[src/rtl/wallace_final_cpa_if.sv]
`default_nettype none
// ----------------------------------------------------------------------------
// wallace_final_cpa_if : operand/result handshake bundle of the final CPA stage
// Revision 1.0
// ----------------------------------------------------------------------------
interface wallace_final_cpa_if #(
  parameter int WIDTH = 64,
  parameter int TAG_W = 4
);
  logic             in_valid;
  logic             in_ready;
  logic [WIDTH-1:0] in_u;
  logic [WIDTH-1:0] in_v;
  logic [TAG_W-1:0] in_tag;
  logic             out_valid;
  logic             out_ready;
  logic [WIDTH-1:0] out_sum;
  logic             out_cout;
  logic [TAG_W-1:0] out_tag;

  modport master (
    output in_valid, in_u, in_v, in_tag, out_ready,
    input  in_ready, out_valid, out_sum, out_cout, out_tag
  );

  modport slave (
    input  in_valid, in_u, in_v, in_tag, out_ready,
    output in_ready, out_valid, out_sum, out_cout, out_tag
  );
endinterface
`default_nettype wire

[src/rtl/wallace_final_cpa.sv]
`default_nettype none
// ----------------------------------------------------------------------------
// wallace_final_cpa : pipelined CHUNK-bit-per-stage ripple adder resolving the
//                     multiplier's final carry-save pair into a binary product
// Revision 1.0
// ----------------------------------------------------------------------------
module wallace_final_cpa #(
  parameter int WIDTH = 64,
  parameter int CHUNK = 16,
  parameter int TAG_W = 4
) (
  input  logic               clk,
  input  logic               rst,
  wallace_final_cpa_if.slave bus
);
  localparam int STAGES = WIDTH / CHUNK;

  logic advance_w;

  for (genvar k = 0; k < STAGES; k++) begin : g_stage
    localparam int LO  = k * CHUNK;
    localparam int REM = WIDTH - LO;  // operand bits still unresolved on entry

    logic                src_valid_w;
    logic                src_carry_w;
    logic [TAG_W-1:0]    src_tag_w;
    logic [REM-1:0]      src_u_w;
    logic [REM-1:0]      src_v_w;
    logic [CHUNK:0]      sum_d;
    logic [LO+CHUNK-1:0] res_d;

    logic                valid_q;
    logic                carry_q;
    logic [TAG_W-1:0]    tag_q;
    logic [LO+CHUNK-1:0] res_q;

    if (k == 0) begin : g_head
      assign src_valid_w = bus.in_valid;
      assign src_carry_w = 1'b0;
      assign src_tag_w   = bus.in_tag;
      assign src_u_w     = bus.in_u;
      assign src_v_w     = bus.in_v;
      assign res_d       = sum_d[CHUNK-1:0];
    end else begin : g_body
      assign src_valid_w = g_stage[k-1].valid_q;
      assign src_carry_w = g_stage[k-1].carry_q;
      assign src_tag_w   = g_stage[k-1].tag_q;
      assign src_u_w     = g_stage[k-1].g_skew.skew_u_q;
      assign src_v_w     = g_stage[k-1].g_skew.skew_v_q;
      assign res_d       = {sum_d[CHUNK-1:0], g_stage[k-1].res_q};
    end

    assign sum_d = {1'b0, src_u_w[CHUNK-1:0]} + {1'b0, src_v_w[CHUNK-1:0]}
                 + {{CHUNK{1'b0}}, src_carry_w};

    always_ff @(posedge clk or posedge rst) begin
      if (rst) begin
        valid_q <= 1'b0;
        carry_q <= 1'b0;
        tag_q   <= '0;
        res_q   <= '0;
      end else if (advance_w) begin
        valid_q <= src_valid_w;
        carry_q <= sum_d[CHUNK];
        tag_q   <= src_tag_w;
        res_q   <= res_d;
      end
    end

    // Upper chunks not yet added travel alongside until their stage is reached.
    if (k < STAGES - 1) begin : g_skew
      logic [REM-CHUNK-1:0] skew_u_q;
      logic [REM-CHUNK-1:0] skew_v_q;

      always_ff @(posedge clk or posedge rst) begin
        if (rst) begin
          skew_u_q <= '0;
          skew_v_q <= '0;
        end else if (advance_w) begin
          skew_u_q <= src_u_w[REM-1:CHUNK];
          skew_v_q <= src_v_w[REM-1:CHUNK];
        end
      end
    end
  end

  // The whole pipe moves as one unit; a held result freezes every stage.
  assign advance_w     = bus.out_ready | ~g_stage[STAGES-1].valid_q;
  assign bus.in_ready  = advance_w;
  assign bus.out_valid = g_stage[STAGES-1].valid_q;
  assign bus.out_sum   = g_stage[STAGES-1].res_q;
  assign bus.out_cout  = g_stage[STAGES-1].carry_q;
  assign bus.out_tag   = g_stage[STAGES-1].tag_q;
endmodule
`default_nettype wire

[src/flat_wrapper.sv]
// flat-port wrapper written by rule: the top's interface ports become plain ports
module wallace_final_cpa_flat 
#(
  parameter int WIDTH = 64,
  parameter int CHUNK = 16,
  parameter int TAG_W = 4
)
  (clk, rst, bus_in_valid, bus_in_u, bus_in_v, bus_in_tag, bus_out_ready, bus_in_ready, bus_out_valid, bus_out_sum, bus_out_cout, bus_out_tag);
  wallace_final_cpa_if #(.WIDTH(WIDTH), .TAG_W(TAG_W)) bus_i ();
  input  logic clk;
  input  logic rst;
  input wire logic [$bits(bus_i.in_valid)-1:0] bus_in_valid;
  input wire logic [$bits(bus_i.in_u)-1:0] bus_in_u;
  input wire logic [$bits(bus_i.in_v)-1:0] bus_in_v;
  input wire logic [$bits(bus_i.in_tag)-1:0] bus_in_tag;
  input wire logic [$bits(bus_i.out_ready)-1:0] bus_out_ready;
  output wire logic [$bits(bus_i.in_ready)-1:0] bus_in_ready;
  output wire logic [$bits(bus_i.out_valid)-1:0] bus_out_valid;
  output wire logic [$bits(bus_i.out_sum)-1:0] bus_out_sum;
  output wire logic [$bits(bus_i.out_cout)-1:0] bus_out_cout;
  output wire logic [$bits(bus_i.out_tag)-1:0] bus_out_tag;
  assign bus_i.in_valid = bus_in_valid;
  assign bus_i.in_u = bus_in_u;
  assign bus_i.in_v = bus_in_v;
  assign bus_i.in_tag = bus_in_tag;
  assign bus_i.out_ready = bus_out_ready;
  assign bus_in_ready = bus_i.in_ready;
  assign bus_out_valid = bus_i.out_valid;
  assign bus_out_sum = bus_i.out_sum;
  assign bus_out_cout = bus_i.out_cout;
  assign bus_out_tag = bus_i.out_tag;
  wallace_final_cpa #(.WIDTH(WIDTH), .CHUNK(CHUNK), .TAG_W(TAG_W)) u_core (.clk(clk), .rst(rst), .bus(bus_i));
endmodule
[config.mk]
export PLATFORM = sky130hd
export DESIGN_NAME = wallace_final_cpa_flat
export DESIGN_NICKNAME = d
export VERILOG_FILES = /design/src/rtl/wallace_final_cpa_if.sv /design/src/rtl/wallace_final_cpa.sv /design/src/flat_wrapper.sv
export SDC_FILE = /design/constraint.sdc
export NUM_CORES = 1
export LEC_CHECK = 0
export CAP_MARGIN = 20
export CORE_UTILIZATION = 41
export DETAILED_ROUTE_END_ITERATION = 10
export GPL_TIMING_DRIVEN = 0
export HOLD_SLACK_MARGIN = 0.03
export SKIP_LAST_GASP = 1
export SYNTH_ARGS = -nofsm -noshare
export SYNTH_HDL_FRONTEND = slang
export SYNTH_SLANG_ARGS = --single-unit
[constraint.sdc]
create_clock -name clk -period 12.3 [get_ports clk]
set_input_delay 1.23 -clock clk [delete_from_list [all_inputs] [get_ports clk]]
set_output_delay 1.23 -clock clk [all_outputs]
set_load 0.01 [all_outputs]
==> metrics.csv, run 1 <==
metric,value,unit
post-route worst hold slack,0.460,ns
combinational family with the most area after synthesis,simple AND/OR/NAND/NOR gates,
Placement Rows,73,
number of placed cells counting well taps,2610,
Final Core Density,0.522,
dominant synthesized flop cell,sky130_fd_sc_hd__dfrtp_1,
slew of the pin with the lowest slew margin,1.05,ns
detailed-route wire length per cell,15.7,um
via count of the first global-routing pass,12761,
count of vias placed by the detailed router,12870,
peak clock frequency supported by timing,183,MHz
adder and majority gate portion of the synthesized area,0.0543,
largest fanout on the critical path,10,
fraction of synthesized area in multiplexers,0,
critical path capture point type,primary output,
overall die area,0.0414,sq mm
overall power of the completed layout,0.00548,W
Worst Setup Start Kind,input port,
mean instance size in the synthesized netlist,8.88,sq um
wire length of the first global-routing pass,68100,um
run status,completed,
worst clock skew on the final layout,0.0168,ns
worst max-slew margin expressed relative to the limit,0.299,
total setup violations reported at the end of the flow,0,
"Reg clk slew, reported paths",0.06,ns
total of flip-flops plus latches after synthesis,376,
hold violation count in the final report,0,
post-synthesis xor/xnor area fraction,0.0258,
max_cap viols,0,
critical path arrival,4.22,ns
leakage power of the design,10.4,nW
"Worst Path Class, Setup",input port to primary output,
Routed Antenna Nets,0,
count of input and output buffers,206,
clock sink count,376,
CTS tree,built,
post-layout min period,5.45,ns
Post-Synthesis Cell Area,0.0166,sq mm
compound-gate portion of the synthesized area,0.0799,
RSZ-0062 raised after global routing,false,
aggregate global routing overflow,0,
wire length reported by the detailed router,42100,um
total core area,0.0399,sq mm
Cell variety after synth,60,
number of gates resized after CTS,0,
largest buffer count on any clock path,3,
number of inserted diodes,0,
Starting DRT DRC Count,675,
die span in y,204,um
endpoint required time on the critical path,11.07,ns
combined global-route utilization of all metal layers,0.210,
starting density of the core,0.417,
First-pass DRT Iterations,5,
fraction of registers with async set/reset,1.00,
pwr/cell area,263,mW/mm^2
setup bufs post-CTS,0,
IR Drop Worst-Case VDD,0.000108,V
Final Instance Count excl. Fillers,2686,
period utilization,0.443,
number of flops mapped to enable cells by yosys,0,
final sum of negative setup slack,0,ns
simple-gate share of the synthesized area,0.252,
via/cell ratio,4.79,
relative area change from synthesis to final layout,25.1,%
clock latency on the worst-skew pair,0.54,ns
Die W,204,um
Inserted Clock Buffers,41,
min-delay worst type,flop to flop,
I/O pins,207,
antenna violations before repair,1,
fill cell total of the finished layout,3852,
net count of the finished layout,2332,
warnings from Yosys,0,
CTS H-Tree Depth,2,
post-detailed-route DRC marker count,0,
last weighted congestion value of the routability-driven placer,0.837,
share of cells above drive strength 1,0.0500,
hold bufs inserted after CTS,0,
DP HPWL,31500,um
number of instances in the synthesized netlist,1875,
maximum number of pins on one net before global-route repair,136,
buffer type at the clock tree root,sky130_fd_sc_hd__clkbuf_16,
portion of the post-synthesis area used by sequential elements,0.565,
syn_nets,2079,
number of max-slew violations in the final report,0,
-- sequential cells by signal (all words and copies together) (netlist names) --
name,count
u_core.bus.out_cout,1
u_core.bus.out_sum,64
u_core.bus.out_tag,4
u_core.bus.out_valid,1
u_core.g_stage.carry_q,3
u_core.g_stage.g_skew.skew_u_q,96
u_core.g_stage.g_skew.skew_v_q,96
u_core.g_stage.res_q,96
u_core.g_stage.tag_q,12
u_core.g_stage.valid_q,3
-- kinds of logic after synthesis --
group,count (synthesis)
flops,376
fa+ha+maj,68
buf+inv,94
xor+xnor,49
simple gates,1087
compound gates,201
-- layer usage --
layer,track usage,up-vias,share of wire
li1,-,6491,-
met1,0.284,6117,0.47
met5,0,-,0
met3,0.0272,54,0.035
met2,0.353,208,0.48
met4,0.0596,0,0.024
-- path summary, 6_finish.rpt --
path,to,startpoint,slack (ns),depth (start not counted)
max,bus_in_ready,bus_out_ready,6.85,8
min,u_core.g_stage[2].valid_q,u_core.g_stage[2].valid_q,0.46,2
max reg2reg,u_core.g_stage[1].res_q[28],u_core.g_stage[0].g_skew.skew_v_q[0],9.37,9
min reg2reg,u_core.g_stage[2].valid_q,u_core.g_stage[2].valid_q,0.46,2
max in group asynchronous,u_core.g_stage[0].g_skew.skew_u_q[17],rst,9.70,4
min in group asynchronous,u_core.bus.out_tag[2],rst,1.13,2
-- worst max-delay path, cell delays in order --
cell                              delay, ns
sky130_fd_sc_hd__clkdlybuf4s50_1       0.46
sky130_fd_sc_hd__nor2b_1               0.08
sky130_fd_sc_hd__buf_2                 0.19
sky130_fd_sc_hd__inv_1                 0.08
sky130_fd_sc_hd__clkbuf_1              0.49
sky130_fd_sc_hd__clkbuf_1              0.66
sky130_fd_sc_hd__buf_2                 0.38
sky130_fd_sc_hd__clkdlybuf4s50_1       0.63
-- cell type report --
class	count	area [sq um]	area share
Timing Repair Buffer	210	2160	0.104
Tap cell	525	657	0.0315
Sequential cell	376	9410	0.452
Clock inverter	15	136	0.00655
Multi-Input combinational cell	1405	6860	0.329
Clock buffer	61	1210	0.0583
Inverter	8	37.5	0.00180
Buffer	86	353	0.0169
-- cells in the mapped netlist (3+ instances only) --
| library cell | n | area (sq um) |
|---|---|---|
| sky130_fd_sc_hd__a211oi_1 | 11 | 82.6 |
| sky130_fd_sc_hd__a31oi_1 | 4 | 25.0 |
| sky130_fd_sc_hd__o31ai_1 | 6 | 45.0 |
| sky130_fd_sc_hd__buf_2 | 23 | 115 |
| sky130_fd_sc_hd__o21ai_1 | 9 | 45.0 |
| sky130_fd_sc_hd__and3_1 | 6 | 37.5 |
| sky130_fd_sc_hd__inv_1 | 8 | 30.0 |
| sky130_fd_sc_hd__nand2_1 | 994 | 3730 |
| sky130_fd_sc_hd__buf_1 | 4 | 15.0 |
| sky130_fd_sc_hd__o21ai_0 | 47 | 235 |
| sky130_fd_sc_hd__ha_1 | 61 | 763 |
| sky130_fd_sc_hd__nor2b_1 | 5 | 31.3 |
| sky130_fd_sc_hd__a21o_1 | 26 | 195 |
| sky130_fd_sc_hd__o21bai_1 | 5 | 37.5 |
| sky130_fd_sc_hd__nand2b_1 | 7 | 43.8 |
| sky130_fd_sc_hd__nor2_1 | 50 | 188 |
| sky130_fd_sc_hd__fa_1 | 7 | 140 |
| sky130_fd_sc_hd__dfrtp_1 | 376 | 9410 |
| sky130_fd_sc_hd__xor2_1 | 22 | 193 |
| sky130_fd_sc_hd__xnor2_1 | 27 | 236 |
| sky130_fd_sc_hd__o211ai_1 | 3 | 22.5 |
| sky130_fd_sc_hd__nand4_1 | 5 | 31.3 |
| sky130_fd_sc_hd__clkbuf_1 | 58 | 218 |
| sky130_fd_sc_hd__o21a_1 | 6 | 45.0 |
| sky130_fd_sc_hd__a21oi_1 | 56 | 280 |
| sky130_fd_sc_hd__nand3_1 | 5 | 25.0 |
-- layout by cell type (no fill, tap or decap), types with 9 or more instances in the layout --
| cell type | synthesis | layout |
|---|---|---|
| sky130_fd_sc_hd__nand2_1 | 994 | 994 |
| sky130_fd_sc_hd__dfrtp_1 | 376 | 376 |
| sky130_fd_sc_hd__clkdlybuf4s50_1 | 0 | 206 |
| sky130_fd_sc_hd__clkbuf_1 | 58 | 69 |
| sky130_fd_sc_hd__ha_1 | 61 | 61 |
| sky130_fd_sc_hd__a21oi_1 | 56 | 56 |
| sky130_fd_sc_hd__nor2_1 | 50 | 50 |
| sky130_fd_sc_hd__o21ai_0 | 47 | 47 |
| sky130_fd_sc_hd__clkbuf_16 | 0 | 43 |
| sky130_fd_sc_hd__xnor2_1 | 27 | 27 |
| sky130_fd_sc_hd__a21o_1 | 26 | 26 |
| sky130_fd_sc_hd__buf_2 | 23 | 23 |
| sky130_fd_sc_hd__xor2_1 | 22 | 22 |
| sky130_fd_sc_hd__a211oi_1 | 11 | 11 |
| sky130_fd_sc_hd__o21ai_1 | 9 | 9 |
| sky130_fd_sc_hd__clkinv_2 | 0 | 9 |
-- power by group --
group          total [W]  switching [W]  internal [W]
combinational    0.00214        0.00121      0.000931
sequential       0.00212       0.000340       0.00178
clock            0.00122       0.000496      0.000727
total            0.00548        0.00205       0.00344
-- metrics by stage --
stage / instance area, sq um / worst slack [ns]
4_1_cts: 20800 / 6.73
3_5_place_dp: 19500 / 6.75
2_1_floorplan: 16600 / 0.626
6_report: 20800 / 6.85
5_1_grt: 20800 / 6.64
3_3_place_gp: 19400 / -3.69
Power figures use the tool's default switching activity.
==> inputs of run 2 (changes only) <==
==> constraint.sdc (replaced) <==
create_clock -name clk -period 5 [get_ports clk]
set_input_delay 0.5 -clock clk [delete_from_list [all_inputs] [get_ports clk]]
set_output_delay 0.5 -clock clk [all_outputs]
set_load 0.01 [all_outputs]
==> metrics.csv, run 2 (synthesized netlist as in run 1, its figures left out) <==
metric,value,unit,change
Final Core Density,0.528,,+0.00602
total setup violations reported at the end of the flow,0,,unchanged
CTS tree,built,,
CTS H-Tree Depth,2,,unchanged
relative area change from synthesis to final layout,26.5,%,
setup bufs post-CTS,0,,unchanged
max_cap viols,0,,unchanged
hold violation count in the final report,0,,unchanged
antenna violations before repair,0,,-1
detailed-route wire length per cell,15.7,um,+0.13%
IR Drop Worst-Case VDD,0.000292,V,+170%
clock sink count,376,,unchanged
DP HPWL,32000,um,+1.7%
min-delay worst type,input port to async pin,,
pwr/cell area,653,mW/mm^2,+150%
fill cell total of the finished layout,3738,,-3.0%
post-placement cell area,0.0196,sq mm,+0.58%
"Reg clk slew, reported paths",0.06,ns,about the same
Final Instance Count excl. Fillers,2692,,+0.22%
die span in y,204,um,unchanged
net count of the finished layout,2339,,+0.30%
I/O pins,207,,unchanged
routed length on met1,19400,um,-1.2%
maximum number of pins on one net before global-route repair,44,,-68%
starting density of the core,0.417,,unchanged
number of inserted diodes,0,,unchanged
count of vias placed by the detailed router,12963,,+0.72%
overall die area,0.0414,sq mm,unchanged
Layout Cell Area excl Fill,0.0211,sq mm,+1.2%
top layer used by detailed routing,met4,,
buffer type at the clock tree root,sky130_fd_sc_hd__clkbuf_16,,
met3 routed WL,1650,um,+13%
worst clock skew on the final layout,0.0157,ns,-0.00111 ns
largest buffer count on any clock path,3,,unchanged
Die W,204,um,unchanged
leading registers by flop count,"u_core.g_stage.g_skew.skew_u_q (96), u_core.g_stage.g_skew.skew_v_q (96), u_core.g_stage.res_q (96)",,
"most common cell after layout, fill and taps aside",sky130_fd_sc_hd__nand2_1,,
number of placed cells counting well taps,2617,,+0.27%
wire length reported by the detailed router,42300,um,+0.35%
last weighted congestion value of the routability-driven placer,0.832,,-0.56%
slew of the pin with the lowest slew margin,1.09,ns,+0.0399 ns
critical path arrival,3.60,ns,-0.62 ns
clock latency on the worst-skew pair,0.54,ns,about the same
Placement Rows,73,,unchanged
via/cell ratio,4.82,,+0.50%
run status,completed,,
hold bufs inserted after CTS,0,,unchanged
endpoint required time on the critical path,4.50,ns,-6.57 ns
First-pass DRT Iterations,5,,unchanged
post-detailed-route DRC marker count,0,,unchanged
Starting DRT DRC Count,609,,-9.8%
number of gates resized after CTS,0,,unchanged
period utilization,0.820,,
leakage power of the design,10.5,nW,+1.1%
worst max-slew margin expressed relative to the limit,0.272,,-0.0266
count of input and output buffers,206,,unchanged
share of cells above drive strength 1,0.0558,,+0.00586
multi-input logic area,0.00686,sq mm,unchanged
total core area,0.0399,sq mm,unchanged
critical path capture point type,primary output,,
"Worst Path Class, Setup",flop to primary output,,
number of max-slew violations in the final report,0,,unchanged
peak clock frequency supported by timing,244,MHz,
number of cells on the worst reg-to-reg path,9,,unchanged
via count of the first global-routing pass,13147,,+3.0%
Inserted Clock Buffers,41,,unchanged
aggregate global routing overflow,0,,unchanged
highest-count cells in the layout ignoring fill and taps,"sky130_fd_sc_hd__nand2_1, sky130_fd_sc_hd__dfrtp_1, sky130_fd_sc_hd__clkdlybuf4s50_1, sky130_fd_sc_hd__clkbuf_1, sky130_fd_sc_hd__ha_1",,
area occupied by registers,0.00941,sq mm,unchanged
largest fanout on the critical path,10,,unchanged
RSZ-0062 raised after global routing,false,,
Routed Antenna Nets,0,,unchanged
Worst Setup Start Kind,flop,,
wire length of the first global-routing pass,68700,um,+0.88%
post-layout min period,4.10,ns,
met2 WL post-DR,19900,um,-0.92%
combined global-route utilization of all metal layers,0.211,,+0.00116
run 2: final cells by class:
type                       instances  area share
sequential                       376       0.447
clock inverter                    19      0.0124
timing repair buffer             217       0.108
clock buffer                      56      0.0577
multi-input combinational       1405       0.326
buffer                            86      0.0168
tap                              525      0.0312
inverter                           8     0.00160
run 2: per-stage QoR:
step / setup TNS [ns] / setup WS (ns) / hold WS (ns) / power [W]
after floorplan: -206.83 / -0.550 / 0.430 / 0.00857
after global placement: -1109.04 / -2.99 / 0.449 / 0.0104
after detailed placement: 0 / 0.899 / 0.455 / 0.0106
after CTS: 0 / 0.747 / 0.456 / 0.0139
after global routing: 0 / 0.675 / 0.482 / 0.0148
final: 0 / 0.901 / 0.451 / 0.0138
run 2: layer usage:
metal / GRT usage / vias to the layer above
li1: - / 6501
met5: 0 / -
met1: 0.283 / 6142
met2: 0.347 / 251
met3: 0.0294 / 69
met4: 0.0784 / 0
run 2: path summary, 6_finish.rpt:
check / startpoint / end / slack (ns)
max: u_core.bus.out_valid / bus_in_ready / 0.90
min: rst / u_core.g_stage[0].tag_q[1] / 0.45
max reg2reg: u_core.g_stage[0].g_skew.skew_v_q[0] / u_core.g_stage[1].carry_q / 2.06
min reg2reg: u_core.bus.out_sum[10] / u_core.bus.out_sum[10] / 0.46
max in group asynchronous: rst / u_core.g_stage[0].g_skew.skew_v_q[18] / 3.31
min in group clk: u_core.bus.out_sum[10] / u_core.bus.out_sum[10] / 0.46
run 2: worst max-delay path: stages, from the launching register on:
cell	delay, ns
sky130_fd_sc_hd__dfrtp_1	0.41
sky130_fd_sc_hd__nor2b_1	0.21
sky130_fd_sc_hd__buf_2	0.19
sky130_fd_sc_hd__inv_1	0.08
sky130_fd_sc_hd__clkbuf_1	0.48
sky130_fd_sc_hd__clkbuf_1	0.68
sky130_fd_sc_hd__buf_2	0.37
sky130_fd_sc_hd__clkdlybuf4s50_1	0.62
run 2: where the power goes:
| part | total [W] | switching (W) | internal (W) |
|---|---|---|---|
| clock network | 0.00326 | 0.00124 | 0.00202 |
| registers | 0.00521 | 0.000831 | 0.00437 |
| logic | 0.00529 | 0.00298 | 0.00230 |
| total | 0.0138 | 0.00506 | 0.00869 |
==> inputs of run 3 (changes only) <==
==> constraint.sdc (replaced) <==
create_clock -name clk -period 3.4 [get_ports clk]
set_input_delay 0.34 -clock clk [delete_from_list [all_inputs] [get_ports clk]]
set_output_delay 0.34 -clock clk [all_outputs]
set_load 0.01 [all_outputs]
==> metrics.csv, run 3 (synthesized netlist as in run 1, its figures left out) <==
metric,value,unit,change
"Reg clk slew, reported paths",0.06,ns,about the same
detailed-route wire length per cell,15.7,um,about the same
fill cell total of the finished layout,3737,,-0.027%
max_cap viols,0,,unchanged
worst max-slew margin expressed relative to the limit,0.274,,+0.00206
overall die area,0.0414,sq mm,unchanged
endpoint required time on the critical path,3.06,ns,-1.44 ns
run status,completed,,
pwr/cell area,960,mW/mm^2,+47%
maximum number of pins on one net before global-route repair,44,,unchanged
peak clock frequency supported by timing,312,MHz,
largest fanout on the critical path,10,,unchanged
relative area change from synthesis to final layout,26.7,%,
hold violation count in the final report,0,,unchanged
Reg-to-Reg Start,u_core.g_stage[0].g_skew.skew_v_q[0],,
number of placed cells counting well taps,2617,,unchanged
count of vias placed by the detailed router,12952,,-0.085%
largest buffer count on any clock path,3,,unchanged
hold bufs inserted after CTS,0,,unchanged
highest-count cells in the layout ignoring fill and taps,"sky130_fd_sc_hd__nand2_1, sky130_fd_sc_hd__dfrtp_1, sky130_fd_sc_hd__clkdlybuf4s50_1, sky130_fd_sc_hd__ha_1, sky130_fd_sc_hd__clkbuf_1",,
clock sink count,376,,unchanged
buffer type at the clock tree root,sky130_fd_sc_hd__clkbuf_16,,
Layout Cell Area excl Fill,0.0211,sq mm,+0.16%
via count of the first global-routing pass,13142,,-0.038%
RSZ-0062 raised after global routing,false,,
combined global-route utilization of all metal layers,0.211,,about the same
antenna violations before repair,0,,unchanged
Die W,204,um,unchanged
share of cells above drive strength 1,0.0585,,+0.00269
First-pass DRT Iterations,5,,unchanged
net count of the finished layout,2342,,+0.13%
min-delay worst type,input port to async pin,,
CTS H-Tree Depth,2,,unchanged
Inserted Clock Buffers,41,,unchanged
post-layout min period,3.21,ns,
IR Drop Worst-Case VDD,0.000429,V,+47%
wire length of the first global-routing pass,68700,um,unchanged
count of input and output buffers,206,,unchanged
post-detailed-route DRC marker count,0,,unchanged
"Worst Path Class, Setup",flop to primary output,,
last weighted congestion value of the routability-driven placer,0.832,,unchanged
number of max-slew violations in the final report,0,,unchanged
slew of the pin with the lowest slew margin,1.09,ns,-0.00309 ns
Worst Setup Start Kind,flop,,
wire length reported by the detailed router,42300,um,+0.13%
I/O pins,207,,unchanged
via/cell ratio,4.81,,-0.20%
leading registers by flop count,"u_core.g_stage.g_skew.skew_u_q (96), u_core.g_stage.g_skew.skew_v_q (96), u_core.g_stage.res_q (96)",,
post-placement cell area,0.0196,sq mm,unchanged
fin worst setup slack,0.195,ns,-0.707 ns
number of cells on the worst reg-to-reg path,9,,unchanged
overall power of the completed layout,0.0202,W,+47%
critical path capture point type,primary output,,
aggregate global routing overflow,0,,unchanged
Placement Rows,73,,unchanged
CTS tree,built,,
"most common cell after layout, fill and taps aside",sky130_fd_sc_hd__nand2_1,,
clock latency on the worst-skew pair,0.54,ns,about the same
starting density of the core,0.417,,unchanged
critical path arrival,2.87,ns,-0.73 ns
number of inserted diodes,0,,unchanged
period utilization,0.943,,
Final Instance Count excl. Fillers,2695,,+0.11%
total core area,0.0399,sq mm,unchanged
worst r2r dst,u_core.g_stage[1].res_q[28],,
die span in y,204,um,unchanged
Post-Place Worst Slack,-0.381,ns,-1.28 ns
Routed Antenna Nets,0,,unchanged
Starting DRT DRC Count,593,,-2.6%
leakage power of the design,10.5,nW,+0.16%
total setup violations reported at the end of the flow,0,,unchanged
worst clock skew on the final layout,0.0149,ns,-0.000816 ns
r2r setup slk,0.46,ns,-1.60 ns
DP HPWL,32000,um,unchanged
## run 3: changes by cell type in the layout (fill, tap and decap cells not counted)
| cell | delta |
|---|---|
| sky130_fd_sc_hd__buf_4 | +4 |
| sky130_fd_sc_hd__clkbuf_1 | -2 |
| sky130_fd_sc_hd__clkbuf_4 | +1 |
| sky130_fd_sc_hd__clkinvlp_4 | +1 |
| sky130_fd_sc_hd__inv_1 | -1 |
## run 3: metal layers
metal / share of wire / global-route usage
met4: 0.032 / 0.0784
met3: 0.037 / 0.0294
met2: 0.47 / 0.347
met5: 0 / 0
met1: 0.46 / 0.284
## run 3: area by class of cell
| type | instances | area [sq um] | share of cell area |
|---|---|---|---|
| Timing Repair Buffer | 221 | 2310 | 0.109 |
| Inverter | 8 | 37.5 | 0.00178 |
| Clock buffer | 56 | 1210 | 0.0576 |
| Sequential cell | 376 | 9410 | 0.446 |
| Multi-Input combinational cell | 1405 | 6860 | 0.325 |
| Clock inverter | 19 | 262 | 0.0124 |
| Tap cell | 525 | 657 | 0.0311 |
| Buffer | 85 | 353 | 0.0167 |
## run 3: timing repair
item                                    CTS  global route
endpoints found under the setup margin    1             1
resized for setup                         3             0
buffers inserted                          0             4
## run 3: power breakdown
part | internal, W | switching (W) | leakage [nW]
combinational | 0.00340 | 0.00440 | 5.28
sequential | 0.00643 | 0.00122 | 4.53
clock | 0.00297 | 0.00183 | 0.729
## run 3: how the worst max path moves through the flow
stage / cells after the start / start / to
floorplan: 1 / rst / u_core.bus.out_cout
global placement: 2 / rst / u_core.g_stage[0].g_skew.skew_u_q[16]
detailed placement: 8 / bus_out_ready / bus_in_ready
CTS: 6 / u_core.bus.out_valid / bus_in_ready
global route: 6 / u_core.bus.out_valid / bus_in_ready
finish: 6 / u_core.bus.out_valid / bus_in_ready
## run 3: worst max-delay path: stages (launching register included)
cell and delay, ns:
sky130_fd_sc_hd__dfrtp_1 0.40, sky130_fd_sc_hd__nor2b_1 0.34, sky130_fd_sc_hd__buf_2 0.30, sky130_fd_sc_hd__clkinvlp_4 0.22, sky130_fd_sc_hd__clkbuf_4 0.29, sky130_fd_sc_hd__buf_2 0.24
sky130_fd_sc_hd__clkdlybuf4s50_1 0.54
## run 3: metrics by stage
step                 util  setup TNS (ns)  hold slack [ns]
finish              0.529               0            0.292
global route        0.529               0            0.325
CTS                 0.528               0            0.296
detailed placement  0.491          -0.381            0.455
global placement    0.485        -1650.82            0.449
floorplan               -         -748.27            0.430
